## config.mk

```make
export PLATFORM = sky130hd
export DESIGN_NAME = count_pulse_debouncer
export DESIGN_NICKNAME = d
export VERILOG_FILES = /design/src/rtl/count_pulse_debouncer_pkg.sv /design/src/rtl/count_pulse_debouncer_sync.sv /design/src/rtl/count_pulse_debouncer.sv
export SDC_FILE = /design/constraint.sdc
export NUM_CORES = 1
export LEC_CHECK = 0
export CORE_ASPECT_RATIO = 0.9
export CORE_MARGIN = 4
export CORE_UTILIZATION = 50
export DETAILED_ROUTE_END_ITERATION = 7
export PLACE_DENSITY = 0.74
export SLEW_MARGIN = 10
export SYNTH_ARGS = -nofsm -noshare
export SYNTH_HDL_FRONTEND = slang
export SYNTH_SLANG_ARGS = --single-unit
```

## constraint.sdc

```tcl
create_clock -name clk -period 4.58 [get_ports clk]
set_input_delay 0.916 -clock clk [delete_from_list [all_inputs] [get_ports clk]]
set_output_delay 0.916 -clock clk [all_outputs]
set_load 0.02 [all_outputs]
```

## src/rtl/count_pulse_debouncer_pkg.sv

```systemverilog
// Shared constants for the push-button debouncer: FSM encodings and board-default timing.
// The board top imports the same defaults, so change them here only.
package count_pulse_debouncer_pkg;

    typedef enum logic [1:0] {
        IDLE       = 2'd0,
        DB_PRESS   = 2'd1,
        HELD       = 2'd2,
        DB_RELEASE = 2'd3
    } db_state_t;

    localparam int DEF_DEBOUNCE_CYCLES = 1000000;   // 10 ms at 100 MHz
    localparam int DEF_REPEAT_DELAY    = 50000000;  // 500 ms
    localparam int DEF_REPEAT_PERIOD   = 20000000;  // 200 ms
    localparam int DEF_CNT_W           = 26;

    // True when a non-negative count fits in an unsigned field of the given width.
    function automatic bit fits_width(input int value, input int width);
        return (longint'(value) >> width) == 64'd0;
    endfunction

endpackage

```

## src/rtl/count_pulse_debouncer_sync.sv

```systemverilog
// Two-flop synchroniser for one asynchronous level, cleared by the async reset.
// Also used for the counter-reset button on the board.
module sync_2ff (
    input  logic i_clk,
    input  logic i_reset,
    input  logic i_d,
    output logic o_q
);

    logic r_s1;
    logic r_s2;

    always_ff @(posedge i_clk or posedge i_reset) begin
        if (i_reset) begin
            r_s1 <= 1'b0;
            r_s2 <= 1'b0;
        end else begin
            r_s1 <= i_d;
            r_s2 <= r_s1;
        end
    end

    assign o_q = r_s2;

endmodule

```

## src/rtl/count_pulse_debouncer.sv

```systemverilog
// Debounces a raw push-button into single-cycle count pulses, with optional auto-repeat
// while held. pulse_out feeds the x input of the 2-4-2-1 counter directly.
module count_pulse_debouncer
    import count_pulse_debouncer_pkg::*;
#(
    parameter int DEBOUNCE_CYCLES = DEF_DEBOUNCE_CYCLES,
    parameter int REPEAT_EN       = 0,
    parameter int REPEAT_DELAY    = DEF_REPEAT_DELAY,
    parameter int REPEAT_PERIOD   = DEF_REPEAT_PERIOD,
    parameter int CNT_W           = DEF_CNT_W
) (
    input  logic      clk,
    input  logic      reset,
    input  logic      btn_in,
    output logic      pulse_out,
    output logic      btn_level,
    output logic      repeating,
    output db_state_t o_dbg_state
);

    if (!fits_width(DEBOUNCE_CYCLES, CNT_W) || !fits_width(REPEAT_DELAY, CNT_W) ||
        !fits_width(REPEAT_PERIOD, CNT_W)) begin : g_cnt_w_too_small
        $error("count_pulse_debouncer: CNT_W too narrow for the timing parameters");
    end

    localparam logic [CNT_W-1:0] DB_TGT   = CNT_W'(DEBOUNCE_CYCLES);
    localparam logic [CNT_W-1:0] DLY_LAST = CNT_W'(REPEAT_DELAY - 1);
    localparam logic [CNT_W-1:0] PER_LAST = CNT_W'(REPEAT_PERIOD - 1);
    localparam logic [CNT_W-1:0] CNT_MAX  = '1;
    localparam logic [CNT_W-1:0] CNT_ONE  = CNT_W'(1);

    logic             w_btn_s;
    db_state_t        r_state, w_state_nx;
    logic [CNT_W-1:0] r_timer, w_timer_nx, w_timer_inc, w_rpt_last;
    logic             r_pulse, w_pulse_nx;
    logic             r_level, w_level_nx;
    logic             r_rep, w_rep_nx;

    sync_2ff u_sync (
        .i_clk   (clk),
        .i_reset (reset),
        .i_d     (btn_in),
        .o_q     (w_btn_s)
    );

    always_ff @(posedge clk or posedge reset) begin
        if (reset) begin
            r_state <= IDLE;
            r_timer <= '0;
            r_pulse <= 1'b0;
            r_level <= 1'b0;
            r_rep   <= 1'b0;
        end else begin
            r_state <= w_state_nx;
            r_timer <= w_timer_nx;
            r_pulse <= w_pulse_nx;
            r_level <= w_level_nx;
            r_rep   <= w_rep_nx;
        end
    end

    // In HELD the timer counts held cycles; a repeat fires on the last cycle of each interval.
    always_comb begin
        w_state_nx  = r_state;
        w_timer_nx  = r_timer;
        w_pulse_nx  = 1'b0;
        w_level_nx  = r_level;
        w_rep_nx    = r_rep;
        w_timer_inc = (r_timer == CNT_MAX) ? r_timer : r_timer + CNT_ONE;
        w_rpt_last  = r_rep ? PER_LAST : DLY_LAST;
        unique case (r_state)
            IDLE: begin
                if (w_btn_s) begin
                    w_state_nx = DB_PRESS;
                    w_timer_nx = CNT_ONE;
                end
            end
            DB_PRESS: begin
                if (!w_btn_s) begin
                    w_state_nx = IDLE;
                    w_timer_nx = '0;
                end else if (r_timer == DB_TGT) begin
                    w_state_nx = HELD;
                    w_timer_nx = '0;
                    w_pulse_nx = 1'b1;
                    w_level_nx = 1'b1;
                end else begin
                    w_timer_nx = w_timer_inc;
                end
            end
            HELD: begin
                if (!w_btn_s) begin
                    w_state_nx = DB_RELEASE;
                    w_timer_nx = CNT_ONE;
                end else if (REPEAT_EN != 0) begin
                    if (r_timer == w_rpt_last) begin
                        w_timer_nx = '0;
                        w_pulse_nx = 1'b1;
                        w_rep_nx   = 1'b1;
                    end else begin
                        w_timer_nx = w_timer_inc;
                    end
                end
            end
            DB_RELEASE: begin
                if (w_btn_s) begin
                    w_state_nx = HELD;
                    w_timer_nx = '0;
                end else if (r_timer == DB_TGT) begin
                    w_state_nx = IDLE;
                    w_timer_nx = '0;
                    w_level_nx = 1'b0;
                    w_rep_nx   = 1'b0;
                end else begin
                    w_timer_nx = w_timer_inc;
                end
            end
            default: begin
                w_state_nx = IDLE;
                w_timer_nx = '0;
            end
        endcase
    end

    assign pulse_out   = r_pulse;
    assign btn_level   = r_level;
    assign repeating   = r_rep;
    assign o_dbg_state = r_state;

endmodule

```

==> results.ini, run 1 <==
[cts]
ctsHtreeMaxLevel=2
cts.clk_slew.worst_paths_ns=0.07
tritoncts_clock_tree=yes
buffers_from_clock_root_to_sink_at_most=2
clk_latency_ns=0.29
cts_made_buffers=5
cts_resized=0
clock_net_sink_count=32
postCtsHoldBufs=0
root_buffer=sky130_fd_sc_hd__clkbuf_8
post-cts-setup-buffers=0

[cells_and_area]
layout-drive-gt1-share_pct=5.61
nFillCells=315
num-nets-final=219
regArea_um2=801
num_antenna_cells=0
layout-area-overhead-vs-synth_pct=10.4
area_of_the_multi_input_gates_um2=982

[synth]
synth_enable_flop_cells=0
netlist_area_before_placement_um2=1850
avgSynthCellArea_um2=8.87
ys_seq_elements=32
mappedNetlistNets=214
synth_sequential_area_ratio_pct=43.2
synthDistinctLibCells=43
async_reset_ff_share_pct=100
cell_count_after_synthesis=209
postSynth.topFlopCell=sky130_fd_sc_hd__dfrtp_1
yosysWarningCount=0

[grt]
grt_antenna_before_repair=0
overflow=0
global_route.usage.total_pct=20.9
global_route_wire_length_before_repair_mm=7.65
grt_pass1_vias=1593
grt_max_degree=24

[power]
worst_ir_drop_vdd_mv=0.207
leakagePower_nw=0.741
power_per_cell_area_nw_per_um2=276
total_power_after_layout_w=0.000564

[drt]
total_via_count_after_detailed_routing=1644
drt-pass1-iter-count=4
detail_route.wl_per_cell_um=16.9
antenna_left=0
totalWireLength_mm=4.36
vias_per_cell=6.37
detail_route.iter0.violations=105
route.detailed.drc=0

[timing]
worstMarginPinSlew_ns=1.14
setup-violations-final=0
grt_setup_unrepaired=false
achievable_clock_frequency_mhz=375
final_min_period_over_clock_period_pct=58.2
maxSlewViolCount=0
finalSetupTns_ns=0
final_period_minus_worst_setup_slack_ns=2.67
finalClockSkew_ns=0.00895
worst_slew_margin_rel_pct=23.2
final-hold-violation-count=0

[worst_setup_path]
reg2reg_depth=7
cp-startpoint=r_timer[0]
critical_path.reg2reg.startpoint=r_timer[0]
ff2ff_setup_slack_ns=1.91
crit_path_end_kind=flip-flop
worstSetupStartpointType=flip-flop
worst_path_arrival_time_ns=2.79
critical-path-top-cell-by-count=sky130_fd_sc_hd__nor2_1
cp.required_ns=4.71
worstSetupPathType=flip-flop to flip-flop
crit_end=r_timer[2]
crit_path_cell_trace=inv_1, ha_1, and3b_1, nand4_1, o211a_1, nor2_1, nor2_1
path_max_fanout=20
r2r_end=r_timer[2]
critical-path-max-stage-delay_ns=0.78
critical_path.slowest_cell=sky130_fd_sc_hd__nor2_1

[floorplanning]
die_area_um2=4750
die_width_um=72.2
placement_rows=20
design.core.area_um2=3480
ios=8
die_height_um=65.8
floorplan.initialDensity_pct=53.3

[flow_run]
max-cap-violations=0

[status]
outcome=finished, final reports clean

[placement]
place.detailed.hpwl_mm=3.04
routabilityCongestion=0.903
io_buffer_count=6

[hold_path]
worst_hold_path_type=flip-flop to flip-flop

Yosys cell counts, drive strengths merged (2+ instances only):
cell type | n | area (µm²)
o31ai | 3 | 22.5
nand3 | 12 | 65.1
a31oi | 9 | 56.3
or3 | 3 | 18.8
o21ai | 12 | 60.1
nand2 | 16 | 60.1
or4 | 5 | 37.5
buf | 5 | 26.3
a21oi | 14 | 70.1
dfrtp | 32 | 801
a211o | 2 | 17.5
and4 | 3 | 26.3
a211oi | 6 | 45.0
ha | 2 | 25.0
inv | 12 | 45.0
nor3 | 4 | 20.0
nand4 | 7 | 43.8
nor2 | 17 | 63.8
xnor2 | 12 | 105
nand2b | 2 | 12.5
a2111oi | 3 | 26.3
clkbuf | 4 | 15.0
nor4 | 8 | 56.3
o41ai | 2 | 17.5
metrics by stage:
step	std cells	util, %	instance area [µm²]	setup WS, ns	hold slack (ns)
2_1_floorplan	209	-	1850	2.46	0.331
3_3_place_gp	251	55.8	1940	1.89	0.332
3_5_place_dp	251	55.8	1940	1.73	0.338
4_1_cts	258	58.6	2040	1.69	0.352
5_1_grt	258	58.8	2050	1.65	0.357
6_report	258	58.8	2050	1.91	0.349
flip-flops by register name (all words and copies together) (netlist names), named ones only:
| register | count |
|---|---|
| r_timer | 26 |
| o_dbg_state | 1 |
| u_sync.r_s1 | 1 |
| pulse_out | 1 |
| btn_level | 1 |
| u_sync.o_q | 1 |
how the worst min path moves through the flow:
stage                     slack [ns]  depth (start not counted)         from    endpoint
final                           0.35                          0  u_sync.r_s1  u_sync.o_q
after floorplan                 0.33                          0  u_sync.r_s1  u_sync.o_q
after detailed placement        0.34                          0  u_sync.r_s1  u_sync.o_q
after CTS                       0.35                          0  u_sync.r_s1  u_sync.o_q
after global routing            0.36                          0  u_sync.r_s1  u_sync.o_q
after global placement          0.33                          0  u_sync.r_s1  u_sync.o_q
cells in the final DEF, fill, tap and decap left out, types with 7 or more instances in the layout:
| master | n |
|---|---|
| sky130_fd_sc_hd__dfrtp_1 | 32 |
| sky130_fd_sc_hd__nor2_1 | 17 |
| sky130_fd_sc_hd__nand2_1 | 16 |
| sky130_fd_sc_hd__a21oi_1 | 14 |
| sky130_fd_sc_hd__inv_1 | 12 |
| sky130_fd_sc_hd__xnor2_1 | 12 |
| sky130_fd_sc_hd__nand3_1 | 11 |
| sky130_fd_sc_hd__o21ai_0 | 11 |
| sky130_fd_sc_hd__a31oi_1 | 9 |
| sky130_fd_sc_hd__nand4_1 | 7 |
| sky130_fd_sc_hd__clkbuf_8 | 7 |
where the power goes:
| part | internal, W | switching (W) |
|---|---|---|
| sequential | 0.000287 | 0.00000611 |
| clock | 0.000134 | 0.000102 |
| combinational | 0.0000110 | 0.0000243 |
final cells by class:
| cell class | instances | share of cell area, % |
|---|---|---|
| clock buffers | 7 | 4.71 |
| inverters | 12 | 2.20 |
| multi-input cells | 156 | 48.0 |
| flip-flops and latches | 32 | 39.1 |
| well taps | 44 | 2.69 |
| repair buffers | 7 | 3.30 |
logic make-up after synthesis:
| logic type | count (synthesis) | synth area share [%] |
|---|---|---|
| simple gates | 83 | 24.5 |
| compound gates | 57 | 20.0 |
| flops | 32 | 43.2 |
| buf+inv | 21 | 4.66 |
| xor+xnor | 13 | 6.14 |
| fa+ha+maj | 2 | 1.35 |
| other cells | 1 | 0.202 |
critical path: cells and delay by family, from the launching register on:
family	cells	cell delay, ns
compound gates	1	0.52
fa+ha+maj	1	0.15
buf+inv	1	0.12
flops	1	0.44
simple gates	4	1.28
per-layer routing:
layer  up-vias  GRT usage (%)  routed length, µm  part of all wire (%)
met3         7           4.71                207                   4.7
met2        43           31.5               2090                    48
met1       801           28.6               2000                    46
met5         -              0                  0                     0
met4         0           9.15                 61                   1.4
li1        793              -                  -                     -
Power figures use the tool's default switching activity.
==> inputs of run 2 (changes only) <==
Clock period 4.58 ns to 2.6 ns, I/O delays scaled along.
==> run 2 against run 1 <==
- sequential share of layout area decreased by 0.54 points
- clock skew decreased by 0.0013 ns
- via count increased by 2.6%
- maximum frequency increased by 11%
- critical path type unchanged
- global-route usage increased by 0.97 points
- critical path depth decreased by 1
- count of clock-buffer cells in the layout unchanged
- combinational power increased by 89%
- register-to-register slack got worse by 1.7 ns
- clock power increased by 74%
==> results.ini, run 2 (synthesis results as in run 1) <==
[timing]
achievable_clock_frequency_mhz=417  ; +11%
finalSetupTns_ns=0  ; unchanged
grt_setup_unrepaired=false
final_period_minus_worst_setup_slack_ns=2.40  ; -0.267 ns
worst_slack_ns=0.199  ; -1.71 ns
worstMarginPinSlew_ns=0.640  ; -0.503 ns
worst_hold_slack_ns=0.350  ; +0.00153 ns
final-hold-violation-count=0  ; unchanged
finalClockSkew_ns=0.00763  ; -0.00132 ns
setup-violations-final=0  ; unchanged
final_min_period_over_clock_period_pct=92.3  ; +34 points
maxSlewViolCount=0  ; unchanged
worst_slew_margin_rel_pct=57.2  ; +34 points

[grt]
global_route.usage.total_pct=21.9  ; +0.97 points
global_route_wire_length_before_repair_mm=8.11  ; +5.9%
grt_max_degree=33  ; +38%
grt_antenna_before_repair=0  ; unchanged
grt_pass1_vias=1630  ; +2.3%
overflow=0  ; unchanged

[floorplanning]
die_area_um2=4750  ; unchanged
design.core.area_um2=3480  ; unchanged
die_height_um=65.8  ; unchanged
ios=8  ; unchanged
floorplan.initialDensity_pct=53.3  ; unchanged
die_width_um=72.2  ; unchanged
placement_rows=20  ; unchanged

[drt]
detail_route.iter0.violations=274  ; +160%
drt-pass1-iter-count=5  ; +1
route.detailed.drc=0  ; unchanged
total_via_count_after_detailed_routing=1687  ; +2.6%
detail_route.wl_per_cell_um=17.2  ; +1.6%
vias_per_cell=6.41  ; +0.66%
antenna_left=0  ; unchanged
totalWireLength_mm=4.51  ; +3.6%

[flow_run]
max-cap-violations=0  ; unchanged

[worst_setup_path]
timing.critical_path.depth=6  ; -1
worstSetupPathType=flip-flop to flip-flop
crit_path_end_kind=flip-flop
path_max_fanout=7  ; -65%
crit_end=r_timer[18]
critical-path-max-stage-delay_ns=0.67  ; -0.11 ns
cp.required_ns=2.77  ; -1.94 ns
critical_path.reg2reg.startpoint=r_timer[1]
crit_path_cell_trace=ha_1, nand4_1, or4_1, or4_1, o211ai_1, o31ai_1
ff2ff_setup_slack_ns=0.20  ; -1.71 ns
worst_path_arrival_time_ns=2.57  ; -0.22 ns
r2r_end=r_timer[18]
reg2reg_depth=6  ; -1
critical_path.slowest_cell=sky130_fd_sc_hd__or4_1
cp_top_family=simple AND/OR/NAND/NOR gates
worstSetupStartpointType=flip-flop
critical-path-top-cell-by-count=sky130_fd_sc_hd__or4_1
cp-startpoint=r_timer[1]
cp.buffers_inverters=0  ; -1

[cts]
tritoncts_clock_tree=yes
clk_latency_ns=0.28  ; about the same
cts_made_buffers=5  ; unchanged
post-cts-setup-buffers=0  ; unchanged
ctsHtreeMaxLevel=2  ; unchanged
buffers_from_clock_root_to_sink_at_most=2  ; unchanged
clock_net_sink_count=32  ; unchanged
cts.clk_slew.worst_paths_ns=0.07  ; about the same
postCtsHoldBufs=0  ; unchanged
root_buffer=sky130_fd_sc_hd__clkbuf_8
cts_resized=0  ; unchanged

[cells_and_area]
final_common_cell=sky130_fd_sc_hd__dfrtp_1
summed_area_of_non_filler_cells_in_the_final_layout_um2=2080  ; +1.4%
num-nets-final=224  ; +2.3%
number_of_flip_flops_under_the_largest_register_name=26  ; unchanged
largest-register=r_timer
layout.cells.most_common_list=sky130_fd_sc_hd__dfrtp_1, sky130_fd_sc_hd__nor2_1, sky130_fd_sc_hd__nand2_1, sky130_fd_sc_hd__a21oi_1
num_antenna_cells=0  ; unchanged
layout-area-overhead-vs-synth_pct=11.9
nFillCells=318  ; +0.95%
layout-drive-gt1-share_pct=7.76  ; +2.2 points

[placement]
routabilityCongestion=0.919  ; +1.8%
io_buffer_count=6  ; unchanged
place.detailed.hpwl_mm=3.23  ; +6.3%
placement.setup.worst_slack_ns=0.244  ; -1.49 ns
placedInstanceArea_um2=1980  ; +1.9%

[power]
worst_ir_drop_vdd_mv=0.381  ; +84%
power_per_cell_area_nw_per_um2=479  ; +74%
total_power_after_layout_w=0.000994  ; +76%
leakagePower_nw=0.751  ; +1.3%

[status]
outcome=finished, final reports clean

[hold_path]
worst_hold_path_type=flip-flop to flip-flop

-- run 2: metrics by stage --
stage / std cells / utilization [%]
finish: 263 / 59.7
detailed placement: 256 / 56.9
global placement: 256 / 56.9
CTS: 263 / 59.7
global route: 263 / 59.7
floorplan: 209 / -
-- run 2: worst min path at each step --
stage / from / to / slack, ns / cells after the start
floorplan: u_sync.r_s1 / u_sync.o_q / 0.33 / 0
global placement: u_sync.r_s1 / u_sync.o_q / 0.34 / 0
detailed placement: u_sync.r_s1 / u_sync.o_q / 0.34 / 0
CTS: u_sync.r_s1 / u_sync.o_q / 0.35 / 0
global route: u_sync.r_s1 / u_sync.o_q / 0.38 / 0
finish: u_sync.r_s1 / u_sync.o_q / 0.35 / 0
-- run 2: final cells by class --
cell class | instances | area [µm²] | area share, %
Clock buffer | 7 | 96.3 | 4.64
Inverter | 12 | 45.0 | 2.17
Multi-Input combinational cell | 156 | 973 | 46.9
Sequential cell | 32 | 801 | 38.6
Tap cell | 44 | 55.1 | 2.65
Timing Repair Buffer | 12 | 105 | 5.06
-- run 2: where the power goes --
part	switching (W)	leakage, nW	internal (W)	total, W
combinational	0.0000442	0.263	0.0000222	0.0000664
clock	0.000176	0.0503	0.000235	0.000411
sequential	0.0000116	0.437	0.000505	0.000517
-- run 2: layer usage --
layer / vias up / part of all wire, % / global-route usage [%]
li1: 796 / - / -
met1: 812 / 46 / 31.7
met2: 72 / 46 / 32.4
met3: 7 / 6.2 / 5.47
met4: 0 / 0.78 / 5.63
met5: - / 0 / 0
==> inputs of run 3 (changes only) <==
Settings changed: REMOVE_ABC_BUFFERS set to 1.
==> run 3 against run 2 <==
- clock skew rose by 0.00054 ns
- first-iteration DRC count fell by 58%
- critical path depth did not move
- clock power rose by 27%
- count of clock-buffer cells in the layout did not move
- cell count rose by 0.38%
- non-clock buffer count did not move
- worst hold slack improved by 0.0074 ns
- utilization rose by 0.86 points
- critical path type unchanged
- largest cell class unchanged
==> results.ini, run 3 (synthesis results as in run 1) <==
[floorplanning]
die_width_um=72.2  ; unchanged
die_height_um=65.8  ; unchanged
floorplan.initialDensity_pct=53.3  ; unchanged
placement_rows=20  ; unchanged
die_area_um2=4750  ; unchanged
ios=8  ; unchanged
design.core.area_um2=3480  ; unchanged

[worst_setup_path]
crit_path_cell_trace=ha_1, nand4_1, or4_1, or4_1, o211ai_1, o31ai_1
ff2ff_setup_slack_ns=0.24  ; +0.04 ns
r2r_end=r_timer[18]
worst_path_arrival_time_ns=2.53  ; -0.04 ns
worstSetupStartpointType=flip-flop
worstSetupPathType=flip-flop to flip-flop
reg2reg_depth=6  ; unchanged
crit_end=r_timer[18]
cp-startpoint=r_timer[1]
cp_top_family=simple AND/OR/NAND/NOR gates
critical-path-top-cell-by-count=sky130_fd_sc_hd__or4_1
path_max_fanout=7  ; unchanged
critical-path-max-stage-delay_ns=0.66  ; about the same
critical_path.slowest_cell=sky130_fd_sc_hd__or4_1
cp.buffers_inverters=0  ; unchanged
cp.required_ns=2.77  ; about the same
critical_path.reg2reg.startpoint=r_timer[1]
timing.critical_path.depth=6  ; unchanged
crit_path_end_kind=flip-flop

[timing]
setup-violations-final=0  ; unchanged
maxSlewViolCount=0  ; unchanged
final-hold-violation-count=0  ; unchanged
final_min_period_over_clock_period_pct=90.9  ; -1.5 points
worst_slack_ns=0.238  ; +0.0385 ns
finalClockSkew_ns=0.00817  ; +0.000540 ns
achievable_clock_frequency_mhz=423  ; +1.6%
grt_setup_unrepaired=false
worstMarginPinSlew_ns=0.689  ; +0.0494 ns
worst_slew_margin_rel_pct=52.9  ; -4.3 points
final_period_minus_worst_setup_slack_ns=2.36  ; -0.0385 ns

[drt]
total_via_count_after_detailed_routing=1651  ; -2.1%
totalWireLength_mm=4.33  ; -4.2%
vias_per_cell=6.25  ; -2.5%
antenna_left=0  ; unchanged
detail_route.wl_per_cell_um=16.4  ; -4.5%
route.detailed.drc=0  ; unchanged
detail_route.iter0.violations=114  ; -58%
drt-pass1-iter-count=4  ; -1

[power]
comb_power_share_pct=5.9  ; -0.8 points
sw_ratio_pct=21.7  ; -1.6 points
worst_ir_drop_vdd_mv=0.499  ; +31%
seq_power_share_pct=46.8  ; -5.2 points
power_per_cell_area_nw_per_um2=524  ; +9.5%
net_switching_power_of_the_design_w=0.000239  ; +3.3%
internal_power_w=0.000865  ; +13%
leakagePower_nw=0.763  ; +1.7%
total_power_after_layout_w=0.00110  ; +11%
clk_pwr_share_pct=47.3  ; +5.9 points

[hold_path]
worst_hold_path_type=flip-flop to flip-flop

[placement]
dpl.cell_count=256  ; unchanged
placement.setup.worst_slack_ns=0.244  ; +0.000743 ns
io_buffer_count=6  ; unchanged
place.detailed.hpwl_mm=3.08  ; -4.7%
placedInstanceArea_um2=1980  ; unchanged
routabilityCongestion=0.953  ; +3.8%

[cells_and_area]
num-nets-final=224  ; unchanged
largest-register=r_timer
number_of_flip_flops_under_the_largest_register_name=26  ; unchanged
layout-drive-gt1-share_pct=8.18  ; +0.42 points
num_antenna_cells=0  ; unchanged
final_common_cell=sky130_fd_sc_hd__dfrtp_1
layout.cells.non_filler=264  ; +0.38%
summed_area_of_non_filler_cells_in_the_final_layout_um2=2110  ; +1.4%
layout-area-overhead-vs-synth_pct=13.6
layout.cells.most_common_list=sky130_fd_sc_hd__dfrtp_1, sky130_fd_sc_hd__nor2_1, sky130_fd_sc_hd__nand2_1, sky130_fd_sc_hd__a21oi_1

[grt]
global_route.usage.total_pct=20.5  ; -1.3 points
grt_max_degree=33  ; unchanged
grt_pass1_vias=1518  ; -6.9%
overflow=0  ; unchanged
global_route_wire_length_before_repair_mm=7.46  ; -8.0%
grt_antenna_before_repair=0  ; unchanged

[cts]
cts.clk_slew.worst_paths_ns=0.06  ; about the same
cts_made_buffers=5  ; unchanged
clk_latency_ns=0.29  ; about the same
clock_net_sink_count=32  ; unchanged
ctsHtreeMaxLevel=2  ; unchanged
buffers_from_clock_root_to_sink_at_most=2  ; unchanged
post-cts-setup-buffers=0  ; unchanged
root_buffer=sky130_fd_sc_hd__clkbuf_8
postCtsHoldBufs=0  ; unchanged
tritoncts_clock_tree=yes
cts_resized=0  ; unchanged

[flow_run]
max-cap-violations=0  ; unchanged

[status]
outcome=finished, final reports clean

-- run 3: cell count changes in the layout (fill, tap and decap cells not counted) --
| cell | previous run | this run |
|---|---|---|
| sky130_fd_sc_hd__bufinv_16 | 0 | 1 |
-- run 3: how the worst min path moves through the flow --
stage	start	to	slack [ns]	cells after the start
detailed placement	u_sync.r_s1	u_sync.o_q	0.34	0
global route	u_sync.r_s1	u_sync.o_q	0.38	0
finish	u_sync.r_s1	u_sync.o_q	0.36	0
CTS	u_sync.r_s1	u_sync.o_q	0.35	0
global placement	u_sync.r_s1	u_sync.o_q	0.34	0
floorplan	u_sync.r_s1	u_sync.o_q	0.33	0
-- run 3: per-layer routing --
metal | GRT usage [%] | vias to the layer above | share of wire, %
met5 | 0 | - | 0
met4 | 7.75 | 0 | 1.6
met3 | 6.53 | 4 | 5.8
met2 | 30.2 | 51 | 47
met1 | 28.0 | 799 | 46
li1 | - | 797 | -
-- run 3: area by class of cell --
cell class	count	area (µm²)
clock inverters	1	30.0
flip-flops and latches	32	801
multi-input cells	156	973
fillers	299	1370
well taps	44	55.1
repair buffers	12	105
clock buffers	7	96.3
inverters	12	45.0
-- run 3: stage by stage --
stage	util, %	TNS, ns	hold WS, ns
after CTS	60.5	0	0.351
final	60.5	0	0.358
after floorplan	-	-0.222	0.331
after detailed placement	56.9	0	0.336
after global placement	56.9	0	0.340
after global routing	60.5	0	0.384
-- run 3: power groups by stage --
stage / clock [W] / sequential, W / combinational, W
floorplan: 0 / 0.000523 / 0.0000419
global placement: 0 / 0.000524 / 0.0000634
detailed placement: 0 / 0.000526 / 0.0000655
CTS: 0.000532 / 0.000516 / 0.0000663
global route: 0.000564 / 0.000518 / 0.0000733
finish: 0.000522 / 0.000517 / 0.0000650
